### src/rtl/result_drain_buffer_pkg.sv
// Shared definitions for the matmul result drain path: output word geometry
// and the drain FSM state type.
package out0_pkg;

    // Width of one matmul result word.
    localparam int OUT0_WIDTH = 16;

    // Number of buffered entries (power of two); one entry holds one word per
    // buffer instance.
    localparam int OUT0_DEPTH = 8;

    // Drain FSM: IDLE waits for a stored entry, SEND serializes one entry
    // word-by-word onto the downstream port.
    typedef enum logic {
        IDLE = 1'b0,
        SEND = 1'b1
    } drain_state_e;

endpackage : out0_pkg

### src/rtl/result_drain_buffer_if.sv
// Bundles the matmul result capture port and the serialized downstream port.
// The slave modport is the buffer's view; the master modport is the view of
// whatever feeds results in and drains beats out.
interface result_drain_buffer_if
    import out0_pkg::*;
#(
    parameter int NUMBER_OF_BUFFER_INSTANCES = 4,
    parameter int OUT_WIDTH                  = OUT0_WIDTH
);

    localparam int IDX_W = (NUMBER_OF_BUFFER_INSTANCES > 1) ?
                           $clog2(NUMBER_OF_BUFFER_INSTANCES) : 1;

    // Capture side: one result beat carries a word from every instance.
    logic                 in_valid;
    logic [OUT_WIDTH-1:0] in_data [NUMBER_OF_BUFFER_INSTANCES];

    // Drain side: one word per handshake, tagged with its instance index.
    logic                 m_valid;
    logic                 m_ready;
    logic [OUT_WIDTH-1:0] m_data;
    logic [IDX_W-1:0]     m_inst_idx;
    logic                 m_last;

    modport master (
        output in_valid,
        output in_data,
        output m_ready,
        input  m_valid,
        input  m_data,
        input  m_inst_idx,
        input  m_last
    );

    modport slave (
        input  in_valid,
        input  in_data,
        input  m_ready,
        output m_valid,
        output m_data,
        output m_inst_idx,
        output m_last
    );

endinterface : result_drain_buffer_if

### src/rtl/result_drain_buffer_fifo.sv
// Entry-wide circular buffer for matmul results: one write port and one
// asynchronous read port, both a full entry (all instance words) wide.
module result_fifo
    import out0_pkg::*;
#(
    parameter int NUMBER_OF_BUFFER_INSTANCES = 4,
    parameter int OUT_WIDTH                  = OUT0_WIDTH,
    parameter int DEPTH                      = OUT0_DEPTH
) (
    input  logic                                                  clk,
    input  logic                                                  rst,
    input  logic                                                  wr_en_i,
    input  logic [NUMBER_OF_BUFFER_INSTANCES-1:0][OUT_WIDTH-1:0] wr_data_i,
    input  logic                                                  pop_i,
    output logic [NUMBER_OF_BUFFER_INSTANCES-1:0][OUT_WIDTH-1:0] rd_data_o,
    output logic [$clog2(DEPTH):0]                                count_o,
    output logic                                                  full_o,
    output logic                                                  empty_o
);

    localparam int PTR_W = (DEPTH > 1) ? $clog2(DEPTH) : 1;
    localparam int CNT_W = $clog2(DEPTH) + 1;

    typedef logic [NUMBER_OF_BUFFER_INSTANCES-1:0][OUT_WIDTH-1:0] entry_t;

    entry_t           mem_q [DEPTH];
    logic [PTR_W-1:0] wr_ptr_q, wr_ptr_d;
    logic [PTR_W-1:0] rd_ptr_q, rd_ptr_d;
    logic [CNT_W-1:0] count_q, count_d;
    logic             wr_fire;
    logic             pop_fire;

    // Fullness comes from the registered count only, so a write that lands
    // in the same cycle as a pop from a full buffer is still refused.
    assign full_o   = (count_q == CNT_W'(DEPTH));
    assign empty_o  = (count_q == '0);
    assign count_o  = count_q;
    assign wr_fire  = wr_en_i && !full_o;
    assign pop_fire = pop_i && !empty_o;

    // Asynchronous read of the entry currently being drained.
    assign rd_data_o = mem_q[rd_ptr_q];

    // Next-state pointers and occupancy; pointers wrap to zero in the same cycle.
    always_comb begin
        wr_ptr_d = wr_ptr_q;
        rd_ptr_d = rd_ptr_q;
        count_d  = count_q;
        if (wr_fire) begin
            wr_ptr_d = (wr_ptr_q == PTR_W'(DEPTH - 1)) ? '0 : wr_ptr_q + 1'b1;
        end
        if (pop_fire) begin
            rd_ptr_d = (rd_ptr_q == PTR_W'(DEPTH - 1)) ? '0 : rd_ptr_q + 1'b1;
        end
        case ({wr_fire, pop_fire})
            2'b10:   count_d = count_q + 1'b1;
            2'b01:   count_d = count_q - 1'b1;
            default: count_d = count_q;
        endcase
    end

    // Pointer and occupancy registers.
    always_ff @(posedge clk) begin
        if (rst) begin
            wr_ptr_q <= '0;
            rd_ptr_q <= '0;
            count_q  <= '0;
        end else begin
            wr_ptr_q <= wr_ptr_d;
            rd_ptr_q <= rd_ptr_d;
            count_q  <= count_d;
        end
    end

    // Entry storage; contents are not cleared by reset.
    always_ff @(posedge clk) begin
        if (wr_fire) begin
            mem_q[wr_ptr_q] <= wr_data_i;
        end
    end

endmodule : result_fifo

### src/rtl/result_drain_buffer.sv
// Captures whole matmul result beats (one word per buffer instance) without
// backpressuring the source, and drains them one word per handshake with the
// instance index and an end-of-entry marker.
module result_drain_buffer
    import out0_pkg::*;
#(
    parameter int NUMBER_OF_BUFFER_INSTANCES = 4,
    parameter int OUT_WIDTH                  = OUT0_WIDTH,
    parameter int DEPTH                      = OUT0_DEPTH
) (
    input  logic                    clk,
    input  logic                    rst,
    result_drain_buffer_if.slave    bus,
    output logic [$clog2(DEPTH):0]  count,
    output logic                    full,
    output logic                    empty,
    output logic                    overflow
);

    localparam int N     = NUMBER_OF_BUFFER_INSTANCES;
    localparam int IDX_W = (N > 1) ? $clog2(N) : 1;
    localparam int CNT_W = $clog2(DEPTH) + 1;
    localparam logic [IDX_W-1:0] LAST_IDX = IDX_W'(N - 1);

    typedef logic [N-1:0][OUT_WIDTH-1:0] entry_t;

    drain_state_e     state_q;
    logic [IDX_W-1:0] beat_idx_q;
    logic             m_valid_q;
    logic             m_last_q;
    logic             overflow_q;

    entry_t wr_entry;
    entry_t rd_entry;
    logic   wr_accept;
    logic   pop;
    logic   more_entries;

    // Pack the instance-indexed capture words into one storage entry.
    always_comb begin
        wr_entry = '0;
        for (int unsigned i = 0; i < N; i++) begin
            wr_entry[i] = bus.in_data[i];
        end
    end

    assign wr_accept = bus.in_valid && !full;

    // The final word of an entry is being accepted downstream.
    assign pop = (state_q == SEND) && bus.m_ready && (beat_idx_q == LAST_IDX);

    // An entry remains after this pop if more than one was stored, or a new
    // one lands in the same cycle; either way SEND continues without a bubble.
    assign more_entries = (count > CNT_W'(1)) || wr_accept;

    result_fifo #(
        .NUMBER_OF_BUFFER_INSTANCES (N),
        .OUT_WIDTH                  (OUT_WIDTH),
        .DEPTH                      (DEPTH)
    ) u_fifo (
        .clk       (clk),
        .rst       (rst),
        .wr_en_i   (bus.in_valid),
        .wr_data_i (wr_entry),
        .pop_i     (pop),
        .rd_data_o (rd_entry),
        .count_o   (count),
        .full_o    (full),
        .empty_o   (empty)
    );

    // Drain FSM: walks beat_idx across the head entry, one word per handshake.
    always_ff @(posedge clk) begin
        if (rst) begin
            state_q    <= IDLE;
            beat_idx_q <= '0;
            m_valid_q  <= 1'b0;
            m_last_q   <= 1'b0;
        end else begin
            unique case (state_q)
                IDLE: begin
                    if (count != '0) begin
                        state_q    <= SEND;
                        m_valid_q  <= 1'b1;
                        beat_idx_q <= '0;
                        m_last_q   <= (N == 1);
                    end
                end
                SEND: begin
                    if (bus.m_ready) begin
                        if (beat_idx_q == LAST_IDX) begin
                            beat_idx_q <= '0;
                            if (more_entries) begin
                                m_last_q <= (N == 1);
                            end else begin
                                state_q   <= IDLE;
                                m_valid_q <= 1'b0;
                                m_last_q  <= 1'b0;
                            end
                        end else begin
                            beat_idx_q <= beat_idx_q + 1'b1;
                            m_last_q   <= ((beat_idx_q + 1'b1) == LAST_IDX);
                        end
                    end
                end
                default: begin
                    state_q   <= IDLE;
                    m_valid_q <= 1'b0;
                    m_last_q  <= 1'b0;
                end
            endcase
        end
    end

    // Sticky record that a result beat arrived while the buffer was full.
    always_ff @(posedge clk) begin
        if (rst) begin
            overflow_q <= 1'b0;
        end else if (bus.in_valid && full) begin
            overflow_q <= 1'b1;
        end
    end

    assign bus.m_valid    = m_valid_q;
    assign bus.m_last     = m_last_q;
    assign bus.m_inst_idx = beat_idx_q;
    assign bus.m_data     = rd_entry[beat_idx_q];
    assign overflow       = overflow_q;

endmodule : result_drain_buffer

### src/flat_wrapper.sv
// flat-port wrapper written by rule: the top's interface ports become plain ports
module result_drain_buffer_flat import out0_pkg::*;
#(
    parameter int NUMBER_OF_BUFFER_INSTANCES = 4,
    parameter int OUT_WIDTH                  = OUT0_WIDTH,
    parameter int DEPTH                      = OUT0_DEPTH
)
  (clk, rst, count, full, empty, overflow, bus_in_valid, bus_in_data, bus_m_ready, bus_m_valid, bus_m_data, bus_m_inst_idx, bus_m_last);
  result_drain_buffer_if #(.NUMBER_OF_BUFFER_INSTANCES(NUMBER_OF_BUFFER_INSTANCES), .OUT_WIDTH(OUT_WIDTH)) bus_i ();
  input  logic clk;
  input  logic rst;
  output logic [$clog2(DEPTH):0] count;
  output logic full;
  output logic empty;
  output logic overflow;
  input wire logic [$bits(bus_i.in_valid)-1:0] bus_in_valid;
  input wire logic [$bits(bus_i.in_data)-1:0] bus_in_data;
  input wire logic [$bits(bus_i.m_ready)-1:0] bus_m_ready;
  output wire logic [$bits(bus_i.m_valid)-1:0] bus_m_valid;
  output wire logic [$bits(bus_i.m_data)-1:0] bus_m_data;
  output wire logic [$bits(bus_i.m_inst_idx)-1:0] bus_m_inst_idx;
  output wire logic [$bits(bus_i.m_last)-1:0] bus_m_last;
  assign bus_i.in_valid = bus_in_valid;
  assign bus_i.in_data = {>>{bus_in_data}};
  assign bus_i.m_ready = bus_m_ready;
  assign bus_m_valid = bus_i.m_valid;
  assign bus_m_data = bus_i.m_data;
  assign bus_m_inst_idx = bus_i.m_inst_idx;
  assign bus_m_last = bus_i.m_last;
  result_drain_buffer #(.NUMBER_OF_BUFFER_INSTANCES(NUMBER_OF_BUFFER_INSTANCES), .OUT_WIDTH(OUT_WIDTH), .DEPTH(DEPTH)) u_core (.clk(clk), .rst(rst), .bus(bus_i), .count(count), .full(full), .empty(empty), .overflow(overflow));
endmodule
### config.mk
export PLATFORM = sky130hd
export DESIGN_NAME = result_drain_buffer_flat
export DESIGN_NICKNAME = d
export VERILOG_FILES = /design/src/rtl/result_drain_buffer_pkg.sv /design/src/rtl/result_drain_buffer_if.sv /design/src/rtl/result_drain_buffer_fifo.sv /design/src/rtl/result_drain_buffer.sv /design/src/flat_wrapper.sv
export SDC_FILE = /design/constraint.sdc
export NUM_CORES = 1
export LEC_CHECK = 0
export CAP_MARGIN = 20
export CORE_ASPECT_RATIO = 1.75
export CORE_MARGIN = 2
export CORE_UTILIZATION = 50
export DETAILED_ROUTE_END_ITERATION = 8
export PLACE_DENSITY = 0.7
export SLEW_MARGIN = 10
export SYNTH_ARGS = -nofsm -noshare
export SYNTH_HDL_FRONTEND = slang
export SYNTH_HIERARCHICAL = 1
export SYNTH_SLANG_ARGS = --single-unit
### constraint.sdc
create_clock -name clk -period 14.4 [get_ports clk]
set_input_delay 2.88 -clock clk [delete_from_list [all_inputs] [get_ports clk]]
set_output_delay 2.88 -clock clk [all_outputs]
set_load 0.02 [all_outputs]
After elaboration in Yosys (flattened, before gate mapping):

Memories as Yosys holds them, arrays and structs flattened. A register that Yosys moved wholly into a read port is not among the register bits.
Index checks and enable logic that the tools add are counted.

* $add $sub $neg: 5
* $mul: 0
* divide/modulo/power cells: 0
* $lt $le $gt $ge: 2
* equal/unequal tests: 11
* shift operators: 0
* mux-type cells: 27
* bitwise gates (word level): 1
* reductions and logical operators: 13

Operator list (count)
* $bmux W16 S2: 1
* $mux W16: 1
* $mux W1: 13
* $mux W3: 4
* $pmux W4 S2: 1
* $add A3 B1 Y3 const B: 2
* $eq A2 B2 Y1 const B: 3
* $eq A3 B3 Y1 const B: 2
* $mux W2: 3
* $ne A2 B2 Y1 const B: 3
* $pmux W1 S2: 3
* $logic_and A1 B1 Y1: 5
* $add A4 B1 Y4 const B: 1
* $eq A4 B4 Y1 const B: 1
* $gt A4 B1 Y1 const B: 1
* $logic_not A4 Y1: 1
* $pmux W2 S2: 1
* $reduce_and A4 Y1: 1
* $reduce_bool A4 Y1: 1
* $sub A4 B1 Y4 const B: 1
* $lt A2 B3 Y1 const B: 1
* $add A2 B1 Y2 const B: 1
* $eq A2 B1 Y1 const B: 1
* $logic_not A1 Y1: 2
* other kinds (5): 5

* register bits after elaboration: 16
* bits in latches: 0
* bits in writable memories: 512
* memory bits (read-only): 0
* input bits: 68
* output and inout port bits: 27
* word-level logic and storage cells: 68
* memories: 1

Memory list
* u_core.u_fifo.mem_q: words 8, bits a word 64, read ports 1, clocked after Yosys merged registers in 1, wr ports 1, line result_drain_buffer_fifo.sv:26 `entry_t mem_q [DEPTH];`

Depth between registers and ports, before layout:

Gate-level depths: netlist of the first run.

* depth after elaboration: 8
* depth in mapped cells: 12
* gate-level depth less buffers: 12

By module:

The synthesis of the first run kept the hierarchy.

Modules (own cells, without submodules)
* result_fifo: times used 1, cells an instance 819, area each 19916.6 um2, sequential area each 15635.0 um2
* result_drain_buffer: times used 1, cells an instance 55, area each 698.2 um2, sequential area each 120.1 um2

Least setup slack after synthesis of the first run:

OpenSTA, ideal clock, no wires.

* path kind: input to register
* start: input bus_in_valid
* end: memory u_core/u_fifo/mem_q[0][0] (netlist bit), enable pin
* setup time: 0.644 ns
* arrival: 9.314 ns
* required time: 13.756 ns
* setup slack: 4.443 ns
* cell stages on the path: 3
* buffers on the path: 1
* cell sequence: a21bo_2 > buf_2 > nor4_1

* word-level cells in the longest chain between the ends: 3

RTL lines
* start: declaration: line flat_wrapper.sv:16 `input wire logic [$bits(bus_i.in_valid)-1:0] bus_in_valid;`
* $logic_and A1 B1 Y1: line result_drain_buffer_fifo.sv:38 `assign wr_fire = wr_en_i && !full_o;`
* $mux W1: line result_drain_buffer_fifo.sv:77 `if (wr_fire) begin`
* $mux W1 (implied by the code): line result_drain_buffer_fifo.sv:78 `mem_q[wr_ptr_q] <= wr_data_i;`
* end: declaration: line result_drain_buffer_fifo.sv:26

Every way passes these cells.

==> metrics, run 1 <==
final-layout fill cell count 2,909; CP required 11.52 ns; main combinational cell family by area after synthesis multiplexers; post-synthesis compound-gate area fraction 0.753%; via count of the first global-routing pass 9,801; share of synthesized registers carrying an async set or reset 0%; Via-to-Cell Ratio 5.85; cells after synthesis 874; post-synthesis cell area 0.0206 mm2; Clock Tree Buf Depth 3; Internal Dissipation 2450 uW; insertion delay to the later sink of the worst-skew pair 0.55 ns; Fin. Hold Viols 0; Setup Fix Bufs, Post-CTS 0; synth cell count leaders 512 x sky130_fd_sc_hd__edfxtp_1, 144 x sky130_fd_sc_hd__mux4_2, 66 x sky130_fd_sc_hd__mux2_2; Power per Cell Area 129 mW/mm2; xor/xnor share of the synthesized area 0.127%; switch share 19.7%; Post-DP HPWL 25,000 um; Core ar. 0.0408 mm2; RePlAce Congestion 0.728; H-Tree Depth 2; Mean Syn Cell Area 23.6 um2; Starting Density 50.5%; number of nets with antenna violations after detailed routing 0; most common flop cell mapped by yosys sky130_fd_sc_hd__edfxtp_1; Total Routed Length 43,500 um; share of cells above drive strength 1 29.9%; # nets final 1,063; transition at the pin with the smallest max-transition slack 1.12 ns; first-pass iteration count of the detailed router 4; Critical Path Fanout Max 69; Post-Synth Simple-Gate Area 1.23%; leakage power figure 0.00716 uW; Finish-stage setup viols 0; count of flip-flops with a built-in enable after synthesis 512; number of max-cap violations 0; P&R area growth vs syn 14.4%; pin count of the biggest net entering global routing 109; combined global-route utilization of all metal layers 20.9%; DRC violations left 0; net load switching power 603 uW; worst hold path type reg -> reg; final number of max-transition violations 0; setup repair after global routing missed its margin no; post-route non-filler standard cell count 1,574; relative max-transition margin 25.3%; Tcrit/Tclk final 50.6%; net count after synthesis 951; final sum of negative setup slack 0 ns; multi-input gate area in the final layout 0.00460 mm2; Clock power frac 38.6%; residual overflow from global routing 0; Worst setup EP type output port; adder-cell area share of the yosys netlist 0.546%; hold bufs inserted after CTS 0; overall power consumption 3050 uW; critical path arrival 4.41 ns; Port Buffers 94; antenna violations before repair 5; biggest area contributors in the synthesized netlist sky130_fd_sc_hd__edfxtp_1 75%, sky130_fd_sc_hd__mux4_2 16%, sky130_fd_sc_hd__mux2_2 3.6%; sequential share of the synthesized area 76.4%; cell taking the most area after synthesis sky130_fd_sc_hd__edfxtp_1; cell row count 98; clock root cell sky130_fd_sc_hd__clkbuf_16; first-pass GRT wire length 64,100 um; clock-pin slew reported for the worst setup and hold paths after clock tree synthesis 0.07 ns; worst ir drop on vdd 0.0911 mV; overall die area 0.0429 mm2; initial drt markers 829; fmax 0.137 GHz; Synth cell types 40; area occupied by registers 0.0158 mm2; average wire per standard cell 27.6 um; most common cell in the synthesized netlist sky130_fd_sc_hd__edfxtp_1; number of buffers added by the clock tree synthesis step 43; clk sinks 531; largest clock skew in the final design 0.0180 ns; top cell type's share of synthesized area 74.6%; crit path kind reg -> out; shortest clock period the worst path allows after layout 7.29 ns; post-place instance area 0.0222 mm2; number of storage elements in the synthesis netlist 531; proportion of power drawn by combinational gates 4.6%; fin area 0.0236 mm2; fraction of power consumed by sequential logic 56.8%; io pins 95; Die Span Y 273 um; vias after detailed routing 9,215; CTS tree done; Inst Count DP 1,491; Startpoint Class flip-flop; multiplexer share of the synthesized area 19.4%; warning count from the yosys run 6; width of the chip 157 um; number of gates resized after CTS 0; status completed
==> layer usage <==
metal	share of wire (%)	track usage, %	routed length, um	vias to the layer above
li1	-	-	-	3950
met1	39	26.2	16800	4931
met2	53	36.2	23100	258
met3	4.7	3.31	2050	72
met4	3.6	8.78	1580	4
met5	0.053	0	23	-
==> cell type report <==
type                            count  share of cell area [%]
Clock inverter                     26                    1.10
Sequential cell                   531                    66.9
Tap cell                          550                    2.92
Clock buffer                       53                    4.90
Multi-Input combinational cell    295                    19.5
Antenna cell                        4                  0.0424
Timing Repair Buffer              112                    4.62
Inverter                            3                  0.0478
==> cell usage in the layout (no fill, tap or decap), drive strengths merged, types with 4 or more instances in the layout <==
cell | Yosys | final
edfxtp | 512 | 512
mux4 | 144 | 144
clkdlybuf4s50 | 0 | 94
mux2 | 66 | 66
clkbuf | 12 | 53
dfxtp | 19 | 19
buf | 33 | 18
clkinv | 0 | 15
a21oi | 13 | 13
nor2 | 11 | 11
ha | 9 | 9
nand2 | 8 | 8
nor3 | 8 | 8
bufinv | 0 | 5
clkinvlp | 0 | 5
nand3 | 5 | 5
diode | 0 | 4
inv | 3 | 4
==> worst max-delay path, stage by stage, from the launching register on <==
cell                              delay, ns
sky130_fd_sc_hd__dfxtp_4               1.06
sky130_fd_sc_hd__buf_4                 0.83
sky130_fd_sc_hd__mux4_2                0.42
sky130_fd_sc_hd__mux2_2                0.31
sky130_fd_sc_hd__mux4_2                0.52
sky130_fd_sc_hd__clkdlybuf4s50_1       0.57
==> stage by stage <==
stage,util [%],setup WS [ns],hold slack [ns]
detailed placement,54.3,7.69,0.464
CTS,57.7,7.09,0.486
global route,57.7,7.02,0.516
global placement,54.3,7.67,0.455
floorplan,-,4.44,0.455
finish,57.8,7.11,0.487
==> cell families after synthesis <==
kind of cell,count (synthesis)
compound gates,23
fa+ha+maj,9
buf+inv,48
simple gates,48
xor+xnor,3
flops,531
mux,212
==> final timing paths <==
check	startpoint	to	slack [ns]	cells after the start
max	flip-flop	bus_m_data[15]	7.11	5
min	u_core/overflow	u_core/overflow	0.49	2
max reg2reg	u_core/u_fifo/count_o[0]	u_core/u_fifo/mem_q[5][19]	10.92	5
min reg2reg	u_core/overflow	u_core/overflow	0.49	2
==> power by group through the flow <==
stage          combinational (uW)  clock, uW  sequential [uW]
5_1_grt                       150       1260             1740
3_5_place_dp                  142          0             1770
4_1_cts                       143       1210             1740
6_report                      140       1180             1740
2_1_floorplan                64.3          0             1770
3_3_place_gp                  140          0             1770
==> state kept, by name (all words and copies together) (netlist names), named ones only <==
register and flops:
u_core/u_fifo/mem_q 512, u_core/u_fifo/count_o 4, u_core/u_fifo/rd_ptr_q 3, u_core/u_fifo/wr_ptr_q 3, u_core/bus.m_inst_idx 2, u_core/bus.m_last 1, u_core/bus.m_valid 1, u_core/overflow 1
u_core/state_q 1
(Power assumes the default switching activity.)
==> run 2: changes to the inputs <==
--- a/config.mk
+++ b/config.mk
@@ -10,7 +10,7 @@
 export CORE_MARGIN = 2
 export CORE_UTILIZATION = 50
 export DETAILED_ROUTE_END_ITERATION = 8
-export PLACE_DENSITY = 0.7
+export PLACE_DENSITY = 0.73
 export SLEW_MARGIN = 10
 export SYNTH_ARGS = -nofsm -noshare
 export SYNTH_HDL_FRONTEND = slang
==> constraint.sdc (replaced) <==
create_clock -name clk -period 6.08 [get_ports clk]
set_input_delay 1.216 -clock clk [delete_from_list [all_inputs] [get_ports clk]]
set_output_delay 1.216 -clock clk [all_outputs]
set_load 0.02 [all_outputs]
==> run 2 against run 1 <==
Net effect:
- sequential share of layout area down 0.56 points
- flip-flop and latch count did not move
- global-route usage shrank 0.30 points
- largest cell class unchanged
- critical path depth unchanged
==> metrics, run 2 (synthesis results as in run 1) <==
Clock Tree Buf Depth 3 (unchanged); transition at the pin with the smallest max-transition slack 1.01 ns (was 1.12 ns); final number of max-transition violations 0 (unchanged); P&R area growth vs syn 15.3% (was 14.4%); number of max-cap violations 0 (unchanged); RePlAce Congestion 0.728 (about the same); worst hold path type reg -> reg (unchanged); shortest clock period the worst path allows after layout 4.93 ns; Tcrit/Tclk final 81.0%; largest register by flop count u_core/u_fifo/mem_q (unchanged); Total Routed Length 42,900 um (was 43,500 um); H-Tree Depth 2 (unchanged); number of gates resized after CTS 0 (unchanged); Core ar. 0.0408 mm2 (unchanged); antenna violations before repair 6 (was 5); cell row count 98 (unchanged); status completed (unchanged); io pins 95 (unchanged); worst ir drop on vdd 0.197 mV (was 0.0911 mV); Fin. Hold Viols 0 (unchanged); number of buffers added by the clock tree synthesis step 46 (was 43); fmax 0.203 GHz; CTS tree done (unchanged); largest clock skew in the final design 0.0131 ns (was 0.0180 ns); # nets final 1,067 (was 1,063); post-route non-filler standard cell count 1,579 (was 1,574); crit path kind reg -> out (unchanged); clk sinks 531 (unchanged); worst hold slack across all endpoints 0.468 ns (was 0.487 ns); commonest non-fill, non-tap cells in the layout 512 x sky130_fd_sc_hd__edfxtp_1, 144 x sky130_fd_sc_hd__mux4_2, 94 x sky130_fd_sc_hd__clkdlybuf4s50_1 (unchanged); Starting Density 50.5% (unchanged); Worst setup EP type output port (unchanged); residual overflow from global routing 0 (unchanged); critical path arrival 3.71 ns (was 4.41 ns); number of nets with antenna violations after detailed routing 0 (unchanged); clock root cell sky130_fd_sc_hd__clkbuf_16 (unchanged); pin count of the biggest net entering global routing 75 (was 109); relative max-transition margin 32.8% (was 25.3%); vias after detailed routing 9,314 (was 9,215); first-pass iteration count of the detailed router 4 (unchanged); leading cell type in the layout, fill and taps excluded sky130_fd_sc_hd__edfxtp_1 (unchanged); Post-DP HPWL 24,500 um (was 25,000 um); clock-pin slew reported for the worst setup and hold paths after clock tree synthesis 0.06 ns (was 0.07 ns); final-layout fill cell count 2,898 (was 2,909); Die Span Y 273 um (unchanged); Finish-stage setup viols 0 (unchanged); first-pass GRT wire length 63,600 um (was 64,100 um); hold bufs inserted after CTS 0 (unchanged); average wire per standard cell 27.1 um (was 27.6 um); Critical Path Fanout Max 38 (was 69); Power per Cell Area 308 mW/mm2 (was 129 mW/mm2); width of the chip 157 um (unchanged); Inst Count DP 1,492 (was 1,491); insertion delay to the later sink of the worst-skew pair 0.55 ns (about the same); Setup Fix Bufs, Post-CTS 0 (unchanged); overall die area 0.0429 mm2 (unchanged); share of cells above drive strength 1 30.2% (was 29.9%); max FFs per register 512 (unchanged); DRC violations left 0 (unchanged); Startpoint Class flip-flop (unchanged); CP required 4.86 ns (was 11.52 ns); initial drt markers 869 (was 829); via count of the first global-routing pass 9,745 (was 9,801); combined global-route utilization of all metal layers 20.6% (was 20.9%); Port Buffers 94 (unchanged); setup repair after global routing missed its margin no (unchanged); leakage power figure 0.00724 uW (was 0.00716 uW); Via-to-Cell Ratio 5.90 (was 5.85)
==> run 2: through the flow <==
stage | utilization [%] | total power [uW] | area (um2) | setup slack, ns | setup TNS, ns
6_report | 58.2 | 7320 | 23800 | 1.15 | 0
5_1_grt | 58.2 | 7530 | 23800 | 0.992 | 0
4_1_cts | 58.2 | 7390 | 23800 | 1.06 | 0
3_5_place_dp | 54.6 | 4530 | 22300 | 1.68 | 0
3_3_place_gp | 54.6 | 4520 | 22300 | 1.69 | 0
2_1_floorplan | - | 4340 | 20600 | -0.481 | -92.27
==> run 2: path summary, 6_finish.rpt <==
| check | end | cells after the start | start | slack [ns] |
|---|---|---|---|---|
| max | bus_m_data[12] | 5 | flip-flop | 1.15 |
| min | flip-flop | 2 | u_core/u_fifo/rd_ptr_q[2] | 0.47 |
| max reg2reg | u_core/u_fifo/mem_q[7][52] | 5 | u_core/u_fifo/count_o[0] | 2.91 |
| min reg2reg | flip-flop | 2 | u_core/u_fifo/rd_ptr_q[2] | 0.47 |
==> run 2: metal layers <==
metal / wire (um) / up-vias / global-route usage [%]
li1: - / 3946 / -
met1: 16200 / 4985 / 26.4
met2: 23000 / 319 / 36.5
met3: 2550 / 64 / 3.06
met4: 1070 / 0 / 5.96
met5: 0 / - / 0
==> run 2: layout make-up <==
| type | count | area (um2) | area share (%) |
|---|---|---|---|
| flip-flops and latches | 531 | 15800 | 66.3 |
| multi-input cells | 295 | 4620 | 19.4 |
| clock buffers | 62 | 1270 | 5.36 |
| repair buffers | 113 | 1200 | 5.03 |
| well taps | 550 | 688 | 2.89 |
| clock inverters | 23 | 220 | 0.926 |
| inverters | 3 | 11.3 | 0.0474 |
| diodes | 2 | 5.00 | 0.0210 |
==> run 2: where the power goes <==
part | total (uW) | switching, uW | internal (uW) | leakage, uW
Sequential | 4110 | 25.2 | 4090 | 0.00481
Combinational | 335 | 181 | 154 | 0.00170
Clock | 2880 | 1230 | 1650 | 0.000729
Total | 7320 | 1440 | 5890 | 0.00724
==> run 2: critical path: stages (launching register included) <==
cell and delay, ns:
sky130_fd_sc_hd__dfxtp_4 0.71, sky130_fd_sc_hd__buf_12 0.37, sky130_fd_sc_hd__mux4_2 0.57, sky130_fd_sc_hd__mux2_2 0.34, sky130_fd_sc_hd__mux4_2 0.51, sky130_fd_sc_hd__clkdlybuf4s50_1 0.58
